`src/rtl/fetch_pkg.sv`:
```
// Shared types and constants for the instruction fetch stage.
// Holds the opcode field location, HALT encoding, buffer entry and FSM state.
package fetch_pkg;

    localparam int P_WIDTH      = 32;
    localparam int P_IWIDTH     = 24;
    localparam int OPCODE_MSB   = 23;
    localparam int OPCODE_LSB   = 20;

    localparam logic [3:0] HALTOPCODE = 4'hF;

    typedef struct packed {
        logic [P_IWIDTH-1:0] instruction;
        logic [P_WIDTH-1:0]  address;
    } fetch_entry_t;

    typedef enum logic {
        FETCH  = 1'b0,
        HALTED = 1'b1
    } fetch_state_t;

endpackage

```
`src/rtl/fetch_buffer.sv`:
```
// Two-entry FIFO of fetched {instruction, address} pairs.
// Clear has priority over push and pop.
module fetch_buffer
    import fetch_pkg::*;
(
    input  logic         clock,
    input  logic         reset,
    input  logic         i_push,
    input  logic         i_pop,
    input  logic         i_clear,
    input  fetch_entry_t i_data,
    output fetch_entry_t o_head,
    output logic [1:0]   o_count
);

    fetch_entry_t r_mem [2];
    logic         r_rdPtr;
    logic         r_wrPtr;
    logic [1:0]   r_count;

    always_ff @(posedge clock or negedge reset) begin
        if (!reset) begin
            r_mem[0] <= '0;
            r_mem[1] <= '0;
            r_rdPtr  <= 1'b0;
            r_wrPtr  <= 1'b0;
            r_count  <= 2'd0;
        end else if (i_clear) begin
            r_rdPtr  <= 1'b0;
            r_wrPtr  <= 1'b0;
            r_count  <= 2'd0;
        end else begin
            if (i_push) begin
                r_mem[r_wrPtr] <= i_data;
                r_wrPtr        <= ~r_wrPtr;
            end
            if (i_pop) begin
                r_rdPtr <= ~r_rdPtr;
            end
            r_count <= r_count + {1'b0, i_push} - {1'b0, i_pop};
        end
    end

    assign o_head  = r_mem[r_rdPtr];
    assign o_count = r_count;

endmodule

```
`src/rtl/fetch_unit.sv`:
```
// Instruction fetch stage: PC generation, synchronous imem reads, 2-deep
// buffering toward decode, branch redirect and HALT stop.
module fetch_unit
    import fetch_pkg::*;
#(
    parameter int          WIDTH            = 32,
    parameter int          INSTRUCTIONWIDTH = 24,
    parameter int          OPCODEWIDTH      = 4,
    parameter int unsigned RESETPC          = 0,
    parameter int unsigned PCSTEP           = 4,
    parameter int unsigned PCOFFSET         = 8
) (
    input  logic                        clock,
    input  logic                        reset,
    output logic [WIDTH-1:0]            imemAddress,
    output logic                        imemReadEnable,
    input  logic [INSTRUCTIONWIDTH-1:0] imemData,
    input  logic                        decodeReady,
    output logic                        instrValid,
    output logic [INSTRUCTIONWIDTH-1:0] instruction,
    output logic [WIDTH-1:0]            PC,
    input  logic                        branchTaken,
    input  logic [WIDTH-1:0]            branchTarget,
    output logic                        halted
);

    logic [WIDTH-1:0] r_pcFetch;
    logic [WIDTH-1:0] r_respPC;
    logic             r_respValid;
    fetch_state_t     r_state;

    fetch_entry_t     w_wrEntry;
    fetch_entry_t     w_head;
    logic [1:0]       w_count;
    logic [2:0]       w_occ;
    logic             w_valid;
    logic             w_pop;
    logic             w_push;
    logic             w_issue;
    logic             w_fetching;
    logic [OPCODEWIDTH-1:0] w_opcode;

    assign w_fetching = (r_state == FETCH);
    assign w_valid    = (w_count != 2'd0);
    assign w_pop      = w_valid & decodeReady;
    assign w_push     = r_respValid & w_fetching & ~branchTaken;
    assign w_opcode   = imemData[OPCODE_MSB:OPCODE_LSB];

    // Slots already spoken for: buffered words plus the read in flight.
    assign w_occ   = {1'b0, w_count} + {2'b00, r_respValid};
    assign w_issue = reset & w_fetching & ~branchTaken
                   & (w_occ < (3'd2 + {2'b00, w_pop}));

    assign w_wrEntry.instruction = imemData;
    assign w_wrEntry.address     = r_respPC;

    fetch_buffer u_buffer (
        .clock   (clock),
        .reset   (reset),
        .i_push  (w_push),
        .i_pop   (w_pop),
        .i_clear (branchTaken),
        .i_data  (w_wrEntry),
        .o_head  (w_head),
        .o_count (w_count)
    );

    always_ff @(posedge clock or negedge reset) begin
        if (!reset) begin
            r_pcFetch   <= WIDTH'(RESETPC);
            r_respPC    <= '0;
            r_respValid <= 1'b0;
            r_state     <= FETCH;
        end else if (branchTaken) begin
            r_pcFetch   <= branchTarget;
            r_respValid <= 1'b0;
            r_state     <= FETCH;
        end else begin
            r_respValid <= w_issue;
            if (w_issue) begin
                r_respPC  <= r_pcFetch;
                r_pcFetch <= r_pcFetch + WIDTH'(PCSTEP);
            end
            unique case (r_state)
                FETCH: begin
                    if (w_push && w_opcode == HALTOPCODE) begin
                        r_state <= HALTED;
                    end
                end
                HALTED: r_state <= HALTED;
                default: r_state <= FETCH;
            endcase
        end
    end

    assign imemAddress    = r_pcFetch;
    assign imemReadEnable = w_issue;
    assign instrValid     = w_valid;
    assign instruction    = w_valid ? w_head.instruction : '0;
    assign PC             = w_valid ? (w_head.address + WIDTH'(PCOFFSET)) : '0;
    assign halted         = (r_state == HALTED);

endmodule

```
`config.mk`:
```
export PLATFORM = sky130hd
export DESIGN_NAME = fetch_unit
export DESIGN_NICKNAME = d
export VERILOG_FILES = /design/src/rtl/fetch_pkg.sv /design/src/rtl/fetch_buffer.sv /design/src/rtl/fetch_unit.sv
export SDC_FILE = /design/constraint.sdc
export NUM_CORES = 1
export LEC_CHECK = 0
export ABC_CLOCK_PERIOD_IN_PS = 6700
export BUFFER_PORTS_ARGS = -buffer_cell sky130_fd_sc_hd__buf_2
export CORE_ASPECT_RATIO = 1.25
export CORE_UTILIZATION = 60
export CTS_CLUSTER_SIZE = 14
export DETAILED_ROUTE_END_ITERATION = 12
export PLACE_DENSITY = 0.84
export RECOVER_POWER = 25
export SYNTH_ARGS = -nofsm -noshare
export SYNTH_HDL_FRONTEND = slang
export SYNTH_SLANG_ARGS = --single-unit
```
`constraint.sdc`:
```
create_clock -name clock -period 6.7 [get_ports clock]
set_input_delay 2.01 -clock clock [delete_from_list [all_inputs] [get_ports clock]]
set_output_delay 2.01 -clock clock [all_outputs]
set_load 0.01 [all_outputs]
```
# [Word-level counts from Yosys, hierarchy flattened]
# Index checks and enable logic that the tools add are counted.
[totals] ff_bits=182 latch_bits=0 ramBits=0 mem_bits_ro=0 in_bits=60 output_inout_bits=91 word_cells=61 n_memories=0
[classes] addsub=6 n_mul=0 div_mod_pow=0 n_lt_le_gt_ge=4 eq_ne=1 shift=0 muxes=19 bitwise=12 reduce_logical=8
[op_table] operator="$mux W56" n=4
[op_table] operator="$bwmux W112" n=1
[op_table] operator="$mux W32" n=3
[op_table] operator="$demux W56 S1" n=1
[op_table] operator="$add A32 B3 Y32 const B" n=1
[op_table] operator="$add A32 B4 Y32 const B" n=1
[op_table] operator="$mux W24" n=1
[op_table] operator="$reduce_bool A2 Y1" n=4
[op_table] operator="$mux W1" n=7
[op_table] operator="$and A1 B1 Y1" n=6
[op_table] operator="$eq A4 B4 Y1 const B" n=1
[op_table] operator="$ge A2 B2 Y1 const B" n=2
[op_table] operator="$not A1 Y1" n=4
[op_table] operator="$not A1 Y2" n=2
[op_table] operator="$reduce_and A2 Y1" n=2
[op_table] operator="$add A2 B1 Y3" n=1
[op_table] operator="$add A2 B1 Y3 const A" n=1
[op_table] operator="$lt A3 B3 Y1" n=1
[op_table] operator="$add A2 B1 Y2" n=1
[op_table] operator="$logic_and A1 B1 Y1" n=2
[op_table] operator="$lt A2 B1 Y1 const B" n=1
[op_table] operator="$mux W2" n=1
[op_table] operator="$pmux W1 S2" n=1
[op_table] operator="$sub A2 B1 Y2" n=1

# [Logic depth before layout (Yosys ltp)]
# Gate-level depths: netlist (run 1).
[logic_depth] depth_word=7 ltp_mapped=11 mapped_depth_nobuf=8

# [By module]
# A second synthesis (run 1) with hierarchy kept.
[hier_totals] cells_unflattened=816 hier_area_um2=9277.6
[by_module_without_submodules] mod="fetch_buffer" instances=1 cells_per_inst=315 area_each_um2=5203.7
[by_module_without_submodules] mod="fetch_unit" instances=1 cells_per_inst=501 area_each_um2=4073.9

# [Worst setup path before layout (run 1)]
# OpenSTA, ideal clock, no wires.
[synth_timing] path_kind="input-to-output" from="input port branchTaken" to="output port imemReadEnable" arrival_ns=3.141 required_time_ns=4.690 setup_slack_ns=1.549 stages=5 cell_sequence="buf_6 -> nor4b_4 -> nand2_1 -> inv_2 -> clkbuf_1"
[synth_via] elab_chain_len=3
[synth_rtl] item="start, declared" line="fetch_unit.sv:22" source="input logic branchTaken,"
[synth_rtl] item="$not A1 Y1 (no line)"
[synth_rtl] item="$and A1 B1 Y1" line="fetch_unit.sv:51" source="assign w_issue = reset & w_fetching & ~branchTaken"
[synth_rtl] item="$and A1 B1 Y1" line="fetch_unit.sv:52" source="& (w_occ < (3'd2 + {2'b00, w_pop}));"
[synth_rtl] item="end, declared" line="fetch_unit.sv:16" source="output logic imemReadEnable,"
# Every way passes these cells.

# [Worst setup path in the final report (run 1)]
[layout_timing] from="input port branchTaken" to="register u_buffer.r_count[1] (netlist: u_buffer.o_count[1])"
[layout_via] elab_chain_len=5
[layout_rtl] item="$not A1 Y1 (no line)"
[layout_rtl] item="$and A1 B1 Y1" line="fetch_unit.sv:46" source="assign w_push = r_respValid & w_fetching & ~branchTaken;"
[layout_rtl] item="$add A2 B1 Y2" line="fetch_buffer.sv:40" source="r_count <= r_count + {1'b0, i_push} - {1'b0, i_pop};"
[layout_rtl] item="$sub A2 B1 Y2" line="fetch_buffer.sv:40"
[layout_rtl] item="$mux W2 *" line="fetch_buffer.sv:28" source="end else if (i_clear) begin"
[layout_rtl] item="end signal, assigned" line="fetch_buffer.sv:40"
[layout_rtl] item="end, declared" line="fetch_buffer.sv:19" source="logic [1:0] r_count;"
# Every way passes the cells marked *; elsewhere a longest branch is shown, timed or not.
# A chain may end at the register's enable or synchronous reset.

==> impl_results.rst, run 1 <==
.. list-table::
   :header-rows: 1

   * - Metric
     - Value
   * - Avg Inst Size Synth
     - 10.71 sq um
   * - Proportion of register bits with asynchronous set or reset after synthesis
     - 100.0%
   * - Proportion of power drawn by combinational gates
     - 31.1%
   * - Worst-Margin Slew
     - 1915 ps
   * - P_sw
     - 1.513 mW
   * - Post-synthesis instance area
     - 9139 sq um
   * - Io pins
     - 151
   * - Sort of element at the start of the critical path
     - primary input
   * - Post-cts sizing count
     - 0
   * - TritonCTS clock tree
     - done
   * - Setup clock skew after layout
     - 10.64 ps
   * - Count of port buffers added during placement
     - 150
   * - Final critical delay including setup and external delays
     - 5847 ps
   * - Total clock buffers created by CTS
     - 17
   * - Total congestion overflow after global routing
     - 0
   * - Startpoint of the worst register-to-register path
     - r_respValid$_DFF_PN0_
   * - Slowest cell on crit path
     - sky130_fd_sc_hd__clkbuf_1
   * - Design internal power
     - 2.711 mW
   * - Critical register-to-register path endpoint
     - imemAddress[12]$_DFFE_PN0P_
   * - Standard cell area after detailed placement
     - 10020 sq um
   * - Result of the run
     - finished, violations left
   * - Required arrival time at the worst endpoint
     - 6930 ps
   * - R2R depth
     - 6
   * - Type of the most critical hold path
     - reg -> reg
   * - # nets final
     - 1052
   * - Ordered cell list for the critical path
     - clkbuf_1 > clkbuf_1 > clkinv_1 > nand2_1 > ha_1 > inv_1 > ha_1 > xor2_1 > xnor2_1 > nor2_1
   * - Post-synth net total
     - 919
   * - Timing-limited maximum frequency
     - 0.1710 GHz
   * - Post-layout utilization of the core
     - 70.94%
   * - Proportion of netlist area held by the largest area contributor
     - 49.84%
   * - Logic depth of the worst setup path including buffers
     - 10
   * - Setup total negative slack
     - 0 ps
   * - Worst-path fanout max
     - 43
   * - DRT antenna net count
     - 0
   * - CTS clk-pin slew, worst paths
     - 70 ps
   * - Switching Fraction
     - 35.81%
   * - MaxCap Viol Count
     - 1
   * - Most used standard cell by instance count after synthesis
     - sky130_fd_sc_hd__dfrtp_1
   * - Commonest cells in the netlist
     - 182 x sky130_fd_sc_hd__dfrtp_1, 134 x sky130_fd_sc_hd__nand2_1, 127 x sky130_fd_sc_hd__mux2_2
   * - CTS sink count
     - 182
   * - Number of global-route vias before repair
     - 6964
   * - Horizontal extent of the die
     - 112.4 um
   * - Post-detailed-routing wire length
     - 21.27 mm
   * - Library cell used as clock root buffer
     - sky130_fd_sc_hd__clkbuf_16
   * - Wire length of the first global-routing pass
     - 35.13 mm
   * - 1st-pass router iterations
     - 6
   * - Final-layout fill cell count
     - 1040
   * - FF-to-FF setup slack
     - 4050 ps
   * - Setup crit end
     - u_buffer.o_count[1]$_DFF_PN0_
   * - Pin count of the biggest net entering global routing
     - 143
   * - Share of cells above drive strength 1
     - 32.83%
   * - Final setup violation count
     - 0
   * - Violated checks
     - capacitance limit, slew limit
   * - CTS HTree Levels
     - 4
   * - Leak
     - 4.856 nW
   * - GR Util All Layers
     - 28.24%
   * - Count of buffer and inverter cells on the critical path
     - 4
   * - Crit-path leading delay family
     - buffers and inverters
   * - Violation count after the first detailed-route iteration
     - 534
   * - Post-synthesis cell count
     - 853
   * - Unrepaired setup endpoints after global routing
     - false
   * - Clock latency reported for the late side of the worst-skew pair
     - 430 ps
   * - Clock Power Share
     - 23.4%
   * - Post-DP HPWL
     - 13.96 mm
   * - Max-slew violation count
     - 44
   * - Worst IR drop on VDD
     - 0.1754 mV
   * - Primary FF master, synth
     - sky130_fd_sc_hd__dfrtp_1
   * - Worst Hold Depth
     - 2
   * - Initial core utilization
     - 61.12%
   * - CTS Hold Bufs
     - 0
   * - Global placer's final weighted congestion
     - 0.8472
   * - Post-synthesis cell type with the largest combined area
     - sky130_fd_sc_hd__dfrtp_1
   * - Overall die height
     - 140.0 um
   * - Critical path class
     - in -> reg
   * - Count of flip-flops with a built-in enable after synthesis
     - 0
   * - Crit. End Element
     - flip-flop
   * - Initial antenna violation count
     - 0
   * - Core area
     - 14950 sq um
   * - Most area-consuming cells after synthesis
     - sky130_fd_sc_hd__dfrtp_1 50%, sky130_fd_sc_hd__mux2_2 16%, sky130_fd_sc_hd__nand2_1 5.5%
   * - Post-detailed-route wirelength per cell
     - 18.01 um
   * - Worst Setup SP
     - branchTaken
   * - Flip-flop and latch count after synthesis
     - 182
   * - # rows
     - 50
   * - Max-Slew Margin vs Limit
     - -27.66%
   * - Non-Filler Cell Area, Final
     - 10610 sq um
   * - Buffers inserted by post-CTS timing repair
     - 0
   * - Layout area overhead
     - 16.06%
   * - Power density cells
     - 398.2 nW/um^2
   * - Count of synthesis-stage warnings from yosys
     - 0
   * - Count of distinct cell types in the synthesized netlist
     - 58
   * - Delay of the slowest cell on the worst path
     - 1400 ps
   * - Die ar.
     - 15730 sq um
   * - Part of the total power dissipated in sequential elements
     - 45.5%
   * - Maximum buffer depth of the clock tree
     - 2
   * - Critical path arrival
     - 6070 ps
   * - Final count of hold timing violations
     - 0
   * - Period utilisation layout
     - 87.27%
   * - DRC
     - 0
   * - Total vias in the final route
     - 7115
   * - Fraction of the yosys area taken by sequential cells
     - 49.84%
   * - Number of diodes added for antenna fixing
     - 0
   * - Via density
     - 6.025
==> tightest hold or removal path, stage by stage, from the launching register on <==
cell and delay, ps:
sky130_fd_sc_hd__dfrtp_1 360, sky130_fd_sc_hd__nand2_1 50, sky130_fd_sc_hd__nand2_1 50
==> cells in the final DEF (no fill, tap or decap), types with 14 or more instances in the layout <==
master,netlist,final
sky130_fd_sc_hd__nand3_1,38,38
sky130_fd_sc_hd__nor2_1,55,53
sky130_fd_sc_hd__mux2i_1,46,46
sky130_fd_sc_hd__mux2_2,127,127
sky130_fd_sc_hd__clkbuf_16,0,17
sky130_fd_sc_hd__xnor2_1,21,21
sky130_fd_sc_hd__nor3_1,15,15
sky130_fd_sc_hd__dfrtp_1,182,181
sky130_fd_sc_hd__o21ai_0,14,14
sky130_fd_sc_hd__buf_2,22,148
sky130_fd_sc_hd__nand2_1,134,134
sky130_fd_sc_hd__nand4_1,24,24
==> kinds of logic (layout without fill, tap and decap cells) <==
kind of cell	Yosys count	count (layout)	synth area share (%)
AOI/OAI and AO/OA	79	79	5.846
and+or+nand+nor	328	328	17.35
buffers and inverters	56	202	2.683
adders and majority gates	6	6	0.8214
muxes	173	173	20.69
xor gates and xnor gates	29	29	2.779
DFF	182	182	49.84
==> area by class of cell <==
class                   instances  area [sq um]  share of cell area [%]
clock buffers                  17         425.4                   4.011
clock inverters                15         162.7                   1.534
inverters                      10         37.54                  0.3539
multi-input cells             615          4355                   41.06
flip-flops and latches        182          4558                   42.98
well taps                     182         227.7                   2.147
repair buffers                160         839.6                   7.916
==> registers in the layout, indices dropped and copies added (netlist names) <==
| name | count |
|---|---|
| halted | 1 |
| imemAddress | 32 |
| r_respPC | 32 |
| r_respValid | 1 |
| u_buffer.o_count | 2 |
| u_buffer.r_mem | 112 |
| u_buffer.r_rdPtr | 1 |
| u_buffer.r_wrPtr | 1 |
==> how the worst min path moves through the flow <==
stage,slack [ps],startpoint,to
2_1_floorplan,460,r_respPC[0]$_DFFE_PN0P_,r_respPC[0]$_DFFE_PN0P_
3_3_place_gp,480,imemAddress[1]$_DFFE_PN0P_,r_respPC[1]$_DFFE_PN0P_
3_5_place_dp,470,imemAddress[1]$_DFFE_PN0P_,r_respPC[1]$_DFFE_PN0P_
4_1_cts,490,imemAddress[1]$_DFFE_PN0P_,r_respPC[1]$_DFFE_PN0P_
5_1_grt,520,u_buffer.r_mem[34]$_DFFE_PN0P_,u_buffer.r_mem[34]$_DFFE_PN0P_
6_report,490,imemAddress[1]$_DFFE_PN0P_,r_respPC[1]$_DFFE_PN0P_
==> layer usage <==
layer	vias up	share of wire [%]	global-route usage, %
met5	-	0	0
met4	0	2.3	9.053
met3	36	4.6	4.890
met2	265	49	46.32
met1	3500	44	38.46
li1	3314	-	-
==> power by group through the flow <==
stage / Sequential, mW / Combinational [mW] / Clock, mW
floorplan: 1.76 / 0.984 / 0
global placement: 1.89 / 1.26 / 0
detailed placement: 1.92 / 1.29 / 0
CTS: 1.91 / 1.32 / 1.00
global route: 1.98 / 1.44 / 1.04
finish: 1.92 / 1.31 / 0.988
==> stage by stage <==
| step | std cells | setup WS (ps) | power, mW | hold WS, ps |
|---|---|---|---|---|
| global placement | 1149 | 1423 | 3.147 | 477.2 |
| detailed placement | 1149 | 1395 | 3.217 | 470.7 |
| finish | 1181 | 852.8 | 4.224 | 485.2 |
| floorplan | 853 | 1549 | 2.747 | 456.8 |
| global route | 1181 | 498.9 | 4.461 | 520.3 |
| CTS | 1181 | 1009 | 4.235 | 489.6 |
Power figures use the tool's default switching activity.
==> inputs of run 2 (changes only) <==
--- a/config.mk
+++ b/config.mk
@@ -5,6 +5,7 @@
 export SDC_FILE = /design/constraint.sdc
 export NUM_CORES = 1
 export LEC_CHECK = 0
+export ABC_AREA = 1
 export ABC_CLOCK_PERIOD_IN_PS = 6700
 export BUFFER_PORTS_ARGS = -buffer_cell sky130_fd_sc_hd__buf_2
 export CORE_ASPECT_RATIO = 1.25
==> run 2 against run 1 <==
The run now ends clean. Clock skew down 1.6 ps. Non-clock buffer count down 3. Worst setup slack gained 690 ps. Flip-flop and latch count unchanged. Clock-buffer cell count rose by 1. Synthesized cell count rose by 62%. Power is 0.77% lower. Global-route usage grew 1.1 points. Critical endpoint is now imemReadEnable.
==> impl_results.rst, run 2 <==
.. list-table::
   :header-rows: 1

   * - Metric
     - Value
   * - TritonCTS clock tree
     - done
   * - CTS sink count
     - 182 (unchanged)
   * - Flip-flop and latch count after synthesis
     - 182 (unchanged)
   * - Result of the run
     - finished clean
   * - Proportion of register bits with asynchronous set or reset after synthesis
     - 100.0% (unchanged)
   * - Buffers inserted by post-CTS timing repair
     - 0 (unchanged)
   * - CTS clk-pin slew, worst paths
     - 70 ps (about the same)
   * - Commonest non-fill, non-tap cell in the layout
     - sky130_fd_sc_hd__nand2_1
   * - Violation count after the first detailed-route iteration
     - 661 (+24%)
   * - Initial antenna violation count
     - 0 (unchanged)
   * - Flip-flop count of the largest register after layout
     - 112 (unchanged)
   * - Max-Slew Margin vs Limit
     - 24.92% (+53 points)
   * - Share of synthesized cell area in and, or, nand and nor gates
     - 30.29% (+13 points)
   * - Period utilisation layout
     - 76.96% (-10 points)
   * - Layout area overhead
     - 13.78%
   * - Leading cell types in the layout, fill and taps excluded
     - 503 x sky130_fd_sc_hd__nand2_1, 181 x sky130_fd_sc_hd__dfrtp_1, 162 x sky130_fd_sc_hd__inv_1
   * - Hold slack
     - 489.4 ps (+4.221 ps)
   * - Post-synth net total
     - 1449 (+58%)
   * - Total congestion overflow after global routing
     - 0 (unchanged)
   * - Worst Setup SP
     - branchTaken
   * - Post-cts sizing count
     - 0 (unchanged)
   * - Wire length of the first global-routing pass
     - 39.13 mm (+11%)
   * - Fraction of the yosys area taken by sequential cells
     - 46.05% (-3.8 points)
   * - Power density cells
     - 372.5 nW/um^2 (-6.5%)
   * - Leak
     - 5.828 nW (+20%)
   * - Total clock buffers created by CTS
     - 17 (unchanged)
   * - Share of cells above drive strength 1
     - 16.42% (-16 points)
   * - Critical path's most frequent cell
     - sky130_fd_sc_hd__buf_2
   * - Global placer's final weighted congestion
     - 0.9313 (+9.9%)
   * - Crit. End Element
     - output port
   * - Largest family of logic cells by synthesized area
     - simple AND/OR/NAND/NOR gates
   * - Ordered cell list for the critical path
     - buf_2 > nor4_1 > nand2_2 > inv_2 > buf_2
   * - Overall die height
     - 145.5 um (+4.0%)
   * - Count of flip-flops with a built-in enable after synthesis
     - 0 (unchanged)
   * - Setup clock skew after layout
     - 9.030 ps (-1.608 ps)
   * - Slowest cell on crit path
     - sky130_fd_sc_hd__nor4_1
   * - Critical path arrival
     - 3150 ps (-2920 ps)
   * - Maximum buffer depth of the clock tree
     - 2 (unchanged)
   * - Startpoint of the worst register-to-register path
     - u_buffer.o_count[0]$_DFF_PN0_
   * - Max-slew violation count
     - 0 (-100%)
   * - Final count of hold timing violations
     - 0 (unchanged)
   * - Critical register-to-register path endpoint
     - imemAddress[18]$_DFFE_PN0P_
   * - Most used standard cell by instance count after synthesis
     - sky130_fd_sc_hd__nand2_1
   * - 1st-pass router iterations
     - 7 (+1)
   * - Initial core utilization
     - 61.29% (+0.17 points)
   * - Worst-Margin Slew
     - 1126 ps (-788.7 ps)
   * - Worst IR drop on VDD
     - 0.2089 mV (+19%)
   * - Proportion of netlist area held by the largest area contributor
     - 46.05% (-3.8 points)
   * - Count of port buffers added during placement
     - 150 (unchanged)
   * - # rows
     - 52 (+4.0%)
   * - Io pins
     - 151 (unchanged)
   * - Delay of the slowest cell on the worst path
     - 450 ps (-950 ps)
   * - Placed Instances
     - 1694 (+47%)
   * - Crit-path leading delay family
     - simple AND/OR/NAND/NOR gates
   * - Sort of element at the start of the critical path
     - primary input
   * - Setup total negative slack
     - 0 ps (unchanged)
   * - Final-layout fill cell count
     - 1417 (+36%)
   * - Final critical delay including setup and external delays
     - 5156 ps (-690.7 ps)
   * - Avg Inst Size Synth
     - 7.151 sq um (-33%)
   * - Count of distinct cell types in the synthesized netlist
     - 36 (-38%)
   * - Xor-xnor portion of the synthesized cell area
     - 1.506% (-1.3 points)
   * - Post-synthesis cell count
     - 1383 (+62%)
   * - Via density
     - 5.257 (-13%)
   * - Post-detailed-routing wire length
     - 23.84 mm (+12%)
   * - Number of global-route vias before repair
     - 8302 (+19%)
   * - MaxCap Viol Count
     - 0 (-1)
   * - Library cell used as clock root buffer
     - sky130_fd_sc_hd__clkbuf_16
   * - Number of non-filler instances in the completed layout
     - 1726 (+46%)
   * - Post-synthesis cell type with the largest combined area
     - sky130_fd_sc_hd__dfrtp_1
   * - Final setup violation count
     - 0 (unchanged)
   * - CTS Hold Bufs
     - 0 (unchanged)
   * - Setup crit end
     - imemReadEnable
   * - Pin count of the biggest net entering global routing
     - 183 (+28%)
   * - Required arrival time at the worst endpoint
     - 4690 ps (-2240 ps)
   * - Post-synthesis instance area
     - 9889 sq um (+8.2%)
   * - Total vias in the final route
     - 9074 (+28%)
   * - Horizontal extent of the die
     - 116.8 um (+4.0%)
   * - Critical path class
     - in -> out
   * - Number of diodes added for antenna fixing
     - 0 (unchanged)
   * - Mux share of post-synthesis cell area
     - 0.1012% (-21 points)
   * - CTS HTree Levels
     - 4 (unchanged)
   * - FF-to-FF setup slack
     - 3860 ps (-190 ps)
   * - Clock latency reported for the late side of the worst-skew pair
     - 430 ps (about the same)
   * - Register name with the most flops
     - u_buffer.r_mem
   * - Worst-path fanout max
     - 40 (-7.0%)
   * - Adder and majority cell fraction of the synthesized area
     - 0.7591% (-0.062 points)
   * - Most area-consuming cells after synthesis
     - sky130_fd_sc_hd__dfrtp_1 46%, sky130_fd_sc_hd__nand2_1 19%, sky130_fd_sc_hd__o21ai_0 7.9%
   * - # nets final
     - 1563 (+49%)
   * - Logic depth of the worst setup path including buffers
     - 5 (-5)
   * - Post-DP HPWL
     - 16.07 mm (+15%)
   * - Die ar.
     - 17000 sq um (+8.1%)
   * - Timing-limited maximum frequency
     - 0.1939 GHz (+13%)
   * - Unrepaired setup endpoints after global routing
     - false
   * - Type of the most critical hold path
     - reg -> reg
   * - Count of buffer and inverter cells on the critical path
     - 3 (-1)
   * - R2R depth
     - 10 (+4)
   * - Core area
     - 16140 sq um (+7.9%)
   * - DRT antenna net count
     - 0 (unchanged)
   * - Post-detailed-route wirelength per cell
     - 13.81 um (-23%)
   * - GR Util All Layers
     - 29.37% (+1.1 points)
   * - Synth Area in Compound Gates
     - 11.42% (+5.6 points)
   * - DRC
     - 0 (unchanged)
   * - Primary FF master, synth
     - sky130_fd_sc_hd__dfrtp_1
   * - Count of synthesis-stage warnings from yosys
     - 0 (unchanged)
   * - Commonest cells in the netlist
     - 504 x sky130_fd_sc_hd__nand2_1, 182 x sky130_fd_sc_hd__dfrtp_1, 162 x sky130_fd_sc_hd__inv_1
-- run 2: how the worst min path moves through the flow --
stage,startpoint,end,depth (start not counted)
6_report,u_buffer.r_mem[111]$_DFFE_PN0P_,u_buffer.r_mem[111]$_DFFE_PN0P_,2
3_5_place_dp,u_buffer.r_mem[3]$_DFFE_PN0P_,u_buffer.r_mem[3]$_DFFE_PN0P_,2
5_1_grt,u_buffer.r_mem[95]$_DFFE_PN0P_,u_buffer.r_mem[95]$_DFFE_PN0P_,2
2_1_floorplan,u_buffer.r_mem[87]$_DFFE_PN0P_,u_buffer.r_mem[87]$_DFFE_PN0P_,2
4_1_cts,u_buffer.r_mem[75]$_DFFE_PN0P_,u_buffer.r_mem[75]$_DFFE_PN0P_,2
3_3_place_gp,u_buffer.r_mem[96]$_DFFE_PN0P_,u_buffer.r_mem[96]$_DFFE_PN0P_,2
-- run 2: per-layer routing --
layer	GRT usage (%)	part of all wire (%)	vias to the layer above
li1	-	-	4516
met3	4.790	5.2	44
met1	40.66	44	4202
met5	0	0	-
met2	46.42	48	312
met4	11.08	2.5	0
-- run 2: report_power, final --
part	internal (mW)	switching, mW
registers	1.48	0.276
logic	0.491	0.940
clock network	0.542	0.458
total	2.52	1.67
-- run 2: tightest hold or removal path, cell delays in order (launching register included) --
cell and delay [ps]:
sky130_fd_sc_hd__dfrtp_1 340, sky130_fd_sc_hd__nand2_1 50, sky130_fd_sc_hd__o21ai_0 60
-- run 2: logic make-up (layout without fill, tap and decap cells) --
family | after synthesis | after routing
AOI/OAI and AO/OA | 216 | 216
xor gates and xnor gates | 17 | 17
adders and majority gates | 6 | 6
buffers and inverters | 231 | 358
DFF | 182 | 182
muxes | 1 | 1
and+or+nand+nor | 730 | 730
-- run 2: layout make-up --
cell class | instances | area (sq um) | area share (%)
well taps | 216 | 270.3 | 2.402
flip-flops and latches | 182 | 4556 | 40.49
multi-input cells | 970 | 4374 | 38.87
clock buffers | 18 | 439.2 | 3.903
clock inverters | 14 | 156.4 | 1.390
repair buffers | 157 | 814.5 | 7.239
inverters | 169 | 641.9 | 5.704
-- run 2: per-stage QoR --
| stage | utilization, % | setup slack (ps) | area [sq um] | power, mW |
|---|---|---|---|---|
| final | 69.73 | 1544 | 11250 | 4.191 |
| after global routing | 69.73 | 1293 | 11250 | 4.499 |
| after CTS | 69.78 | 1539 | 11260 | 4.197 |
| after detailed placement | 66.09 | 1548 | 10660 | 3.182 |
| after global placement | 66.09 | 1579 | 10660 | 3.112 |
| after floorplan | - | 1878 | 9889 | 2.734 |
==> inputs of run 3 (changes only) <==
--- a/config.mk
+++ b/config.mk
@@ -5,14 +5,14 @@
 export SDC_FILE = /design/constraint.sdc
 export NUM_CORES = 1
 export LEC_CHECK = 0
-export ABC_AREA = 1
-export ABC_CLOCK_PERIOD_IN_PS = 6700
+export ABC_AREA = 0
+export ABC_CLOCK_PERIOD_IN_PS = 4280
 export BUFFER_PORTS_ARGS = -buffer_cell sky130_fd_sc_hd__buf_2
 export CORE_ASPECT_RATIO = 1.25
-export CORE_UTILIZATION = 60
+export CORE_UTILIZATION = 51
 export CTS_CLUSTER_SIZE = 14
 export DETAILED_ROUTE_END_ITERATION = 12
-export PLACE_DENSITY = 0.84
+export PLACE_DENSITY = 0.76
 export RECOVER_POWER = 25
 export SYNTH_ARGS = -nofsm -noshare
 export SYNTH_HDL_FRONTEND = slang
==> constraint.sdc (replaced) <==
create_clock -name clock -period 4.28 [get_ports clock]
set_input_delay 1.284 -clock clock [delete_from_list [all_inputs] [get_ports clock]]
set_output_delay 1.284 -clock clock [all_outputs]
set_load 0.01 [all_outputs]
==> run 3 against run 2 <==
The run now ends with capacitance limit, slew limit left. Sequential share of layout area grew 2.1 points. Power up 55%. Clock skew hardly changed. Critical path depth increased by 4. Flip-flop and latch count unchanged. Wire length down 10%. Critical path type is now reg -> out. Largest cell class unchanged. Highest routed layer unchanged.
==> impl_results.rst, run 3 (same netlist as run 1, synthesis figures left out) <==
.. list-table::
   :header-rows: 1

   * - Metric
     - Value
   * - Worst IR drop on VDD
     - 0.2747 mV (+32%)
   * - DRT antenna net count
     - 0 (unchanged)
   * - Final critical delay including setup and external delays
     - 4074 ps
   * - Worst-path fanout max
     - 27 (-33%)
   * - Register name with the most flops
     - u_buffer.r_mem
   * - Maximum buffer depth of the clock tree
     - 2 (unchanged)
   * - Max-slew violation count
     - 32 (+32)
   * - Count of port buffers added during placement
     - 150 (unchanged)
   * - Post-layout utilization of the core
     - 61.21% (-8.5 points)
   * - Overall die height
     - 151.7 um (+4.2%)
   * - Flip-flop count of the largest register after layout
     - 112 (unchanged)
   * - Crit. End Element
     - output port
   * - Leak
     - 4.893 nW (-16%)
   * - Commonest non-fill, non-tap cell in the layout
     - sky130_fd_sc_hd__dfrtp_1
   * - Part of the total power dissipated in sequential elements
     - 45.3% (+3.3 points)
   * - Unrepaired setup endpoints after global routing
     - false
   * - Total chip power
     - 6.494 mW (+55%)
   * - Total clock buffers created by CTS
     - 17 (unchanged)
   * - Result of the run
     - finished, violations left
   * - Die ar.
     - 18460 sq um (+8.6%)
   * - Critical path arrival
     - 2790 ps (-360 ps)
   * - Timing-limited maximum frequency
     - 0.2455 GHz
   * - # nets final
     - 1063 (-32%)
   * - Total congestion overflow after global routing
     - 0 (unchanged)
   * - CTS clk-pin slew, worst paths
     - 60 ps (about the same)
   * - Horizontal extent of the die
     - 121.7 um (+4.2%)
   * - Global routing's busiest layer
     - met2
   * - Pin count of the biggest net entering global routing
     - 68 (-63%)
   * - Global placer's final weighted congestion
     - 0.8621 (-7.4%)
   * - Area occupied by multi-input gates
     - 4355 sq um (-0.43%)
   * - Placement-stage worst setup slack
     - 595.2 ps (-953.1 ps)
   * - CTS sink count
     - 182 (unchanged)
   * - Post-detailed-routing wire length
     - 21.35 mm (-10%)
   * - Footprint of the flip-flops and latches
     - 4558 sq um (about the same)
   * - Non-Filler Cell Area, Final
     - 10710 sq um (-4.8%)
   * - Global Route met2 Usage
     - 39.46% (-7.0 points)
   * - Clock latency reported for the late side of the worst-skew pair
     - 430 ps (about the same)
   * - Met1 Use GR
     - 33.50% (-7.2 points)
   * - TritonCTS clock tree
     - done
   * - Met3 GRT Util
     - 4.192% (-0.60 points)
   * - Layout area overhead
     - 17.21%
   * - Proportion of power drawn by combinational gates
     - 32.4% (-1.7 points)
   * - Power density cells
     - 606.2 nW/um^2 (+63%)
   * - Share of cells above drive strength 1
     - 33.30% (+17 points)
   * - Setup total negative slack
     - 0 ps (unchanged)
   * - Max-Slew Margin vs Limit
     - -15.81% (-41 points)
   * - Total vias in the final route
     - 7060 (-22%)
   * - Post-detailed-route wirelength per cell
     - 17.31 um (+25%)
   * - Setup clock skew after layout
     - 8.752 ps (-0.2779 ps)
   * - Switching Fraction
     - 34.63% (-5.3 points)
   * - MaxCap Viol Count
     - 1 (+1)
   * - Number of global-route vias before repair
     - 6828 (-18%)
   * - Io pins
     - 151 (unchanged)
   * - CTS Hold Bufs
     - 0 (unchanged)
   * - 1st-pass router iterations
     - 5 (-2)
   * - Clock Power Share
     - 22.3% (-1.6 points)
   * - Initial antenna violation count
     - 0 (unchanged)
   * - Violation count after the first detailed-route iteration
     - 396 (-40%)
   * - DRC
     - 0 (unchanged)
   * - GR Util All Layers
     - 24.39% (-5.0 points)
   * - Initial core utilization
     - 52.22% (-9.1 points)
   * - Standard cell area after detailed placement
     - 10160 sq um (-4.7%)
   * - P_sw
     - 2.249 mW (+34%)
   * - Leading cell types in the layout, fill and taps excluded
     - 181 x sky130_fd_sc_hd__dfrtp_1, 148 x sky130_fd_sc_hd__buf_2, 134 x sky130_fd_sc_hd__nand2_1
   * - Critical path class
     - reg -> out
   * - Library cell used as clock root buffer
     - sky130_fd_sc_hd__clkbuf_16
   * - CTS HTree Levels
     - 4 (unchanged)
   * - Required arrival time at the worst endpoint
     - 3000 ps (-1690 ps)
   * - Final setup violation count
     - 0 (unchanged)
   * - Worst-Margin Slew
     - 1737 ps (+610.9 ps)
   * - Core area
     - 17500 sq um (+8.5%)
   * - # rows
     - 54 (+3.8%)
   * - Violated checks
     - capacitance limit, slew limit
   * - Type of the most critical hold path
     - reg -> reg
   * - Design internal power
     - 4.245 mW (+69%)
   * - Slack of the critical path
     - 206.4 ps (-1337 ps)
   * - Period utilisation layout
     - 95.18%
   * - Number of diodes added for antenna fixing
     - 0 (unchanged)
   * - Via density
     - 5.726 (+8.9%)
   * - Sort of element at the start of the critical path
     - flip-flop
   * - Final count of hold timing violations
     - 0 (unchanged)
   * - Wire length of the first global-routing pass
     - 34.86 mm (-11%)
   * - Post-DP HPWL
     - 14.80 mm (-7.9%)
   * - Final-layout fill cell count
     - 1484 (+4.7%)
==> run 3: cell type report <==
class                   instances  share of cell area, %
clock buffers                  24                  4.684
multi-input cells             615                  40.66
well taps                     224                  2.617
clock inverters                 7                 0.4322
inverters                      10                 0.3504
flip-flops and latches        182                  42.55
repair buffers                171                  8.702
==> run 3: routing by layer <==
layer / up-vias / part of all wire [%]
li1: 3351 / -
met1: 3467 / 46
met2: 217 / 48
met3: 25 / 4.8
met4: 0 / 1.6
met5: - / 0
==> run 3: critical path, cell delays in order, from the launching register on <==
cell and delay [ps]:
sky130_fd_sc_hd__dfrtp_4 610, sky130_fd_sc_hd__mux2_2 290, sky130_fd_sc_hd__ha_1 210, sky130_fd_sc_hd__nand4_1 90, sky130_fd_sc_hd__o22ai_1 160, sky130_fd_sc_hd__buf_4 200
sky130_fd_sc_hd__nand4_1 200, sky130_fd_sc_hd__o21ai_1 170, sky130_fd_sc_hd__nor3b_1 250, sky130_fd_sc_hd__buf_2 180
==> run 3: path summary, 6_finish.rpt <==
path | from | depth (start not counted) | slack (ps) | endpoint
min in group asynchronous | reset | 1 | 740 | r_respPC[12]$_DFFE_PN0P_
min reg2reg | r_respPC[14]$_DFFE_PN0P_ | 2 | 490 | r_respPC[14]$_DFFE_PN0P_
max reg2reg | u_buffer.o_count[0]$_DFF_PN0_ | 6 | 1690 | imemAddress[12]$_DFFE_PN0P_
max in group asynchronous | reset | 3 | 1210 | u_buffer.r_mem[16]$_DFFE_PN0P_
min | r_respPC[14]$_DFFE_PN0P_ | 2 | 490 | r_respPC[14]$_DFFE_PN0P_
max | u_buffer.r_rdPtr$_DFFE_PN0P_ | 9 | 210 | PC[29]
==> run 3: power groups by stage <==
stage          clock, mW  sequential [mW]  combinational [mW]
6_report            1.45             2.94                2.10
2_1_floorplan          0             2.76                1.54
4_1_cts             1.49             2.93                2.13
3_3_place_gp           0             2.92                2.06
5_1_grt             1.55             3.05                2.33
3_5_place_dp           0             2.96                2.12
==> run 3: through the flow <==
stage,hold slack (ps),std cells
finish,490.2,1233
CTS,498.6,1232
detailed placement,483.2,1201
floorplan,456.8,853
global placement,473.9,1201
global route,514.9,1233
==> run 3: repair_timing <==
| item | in CTS | in global routing |
|---|---|---|
| setup buffers | 0 | 1 |
| resized for setup | 0 | 0 |
| endpoints found under the setup margin | 0 | 2 |
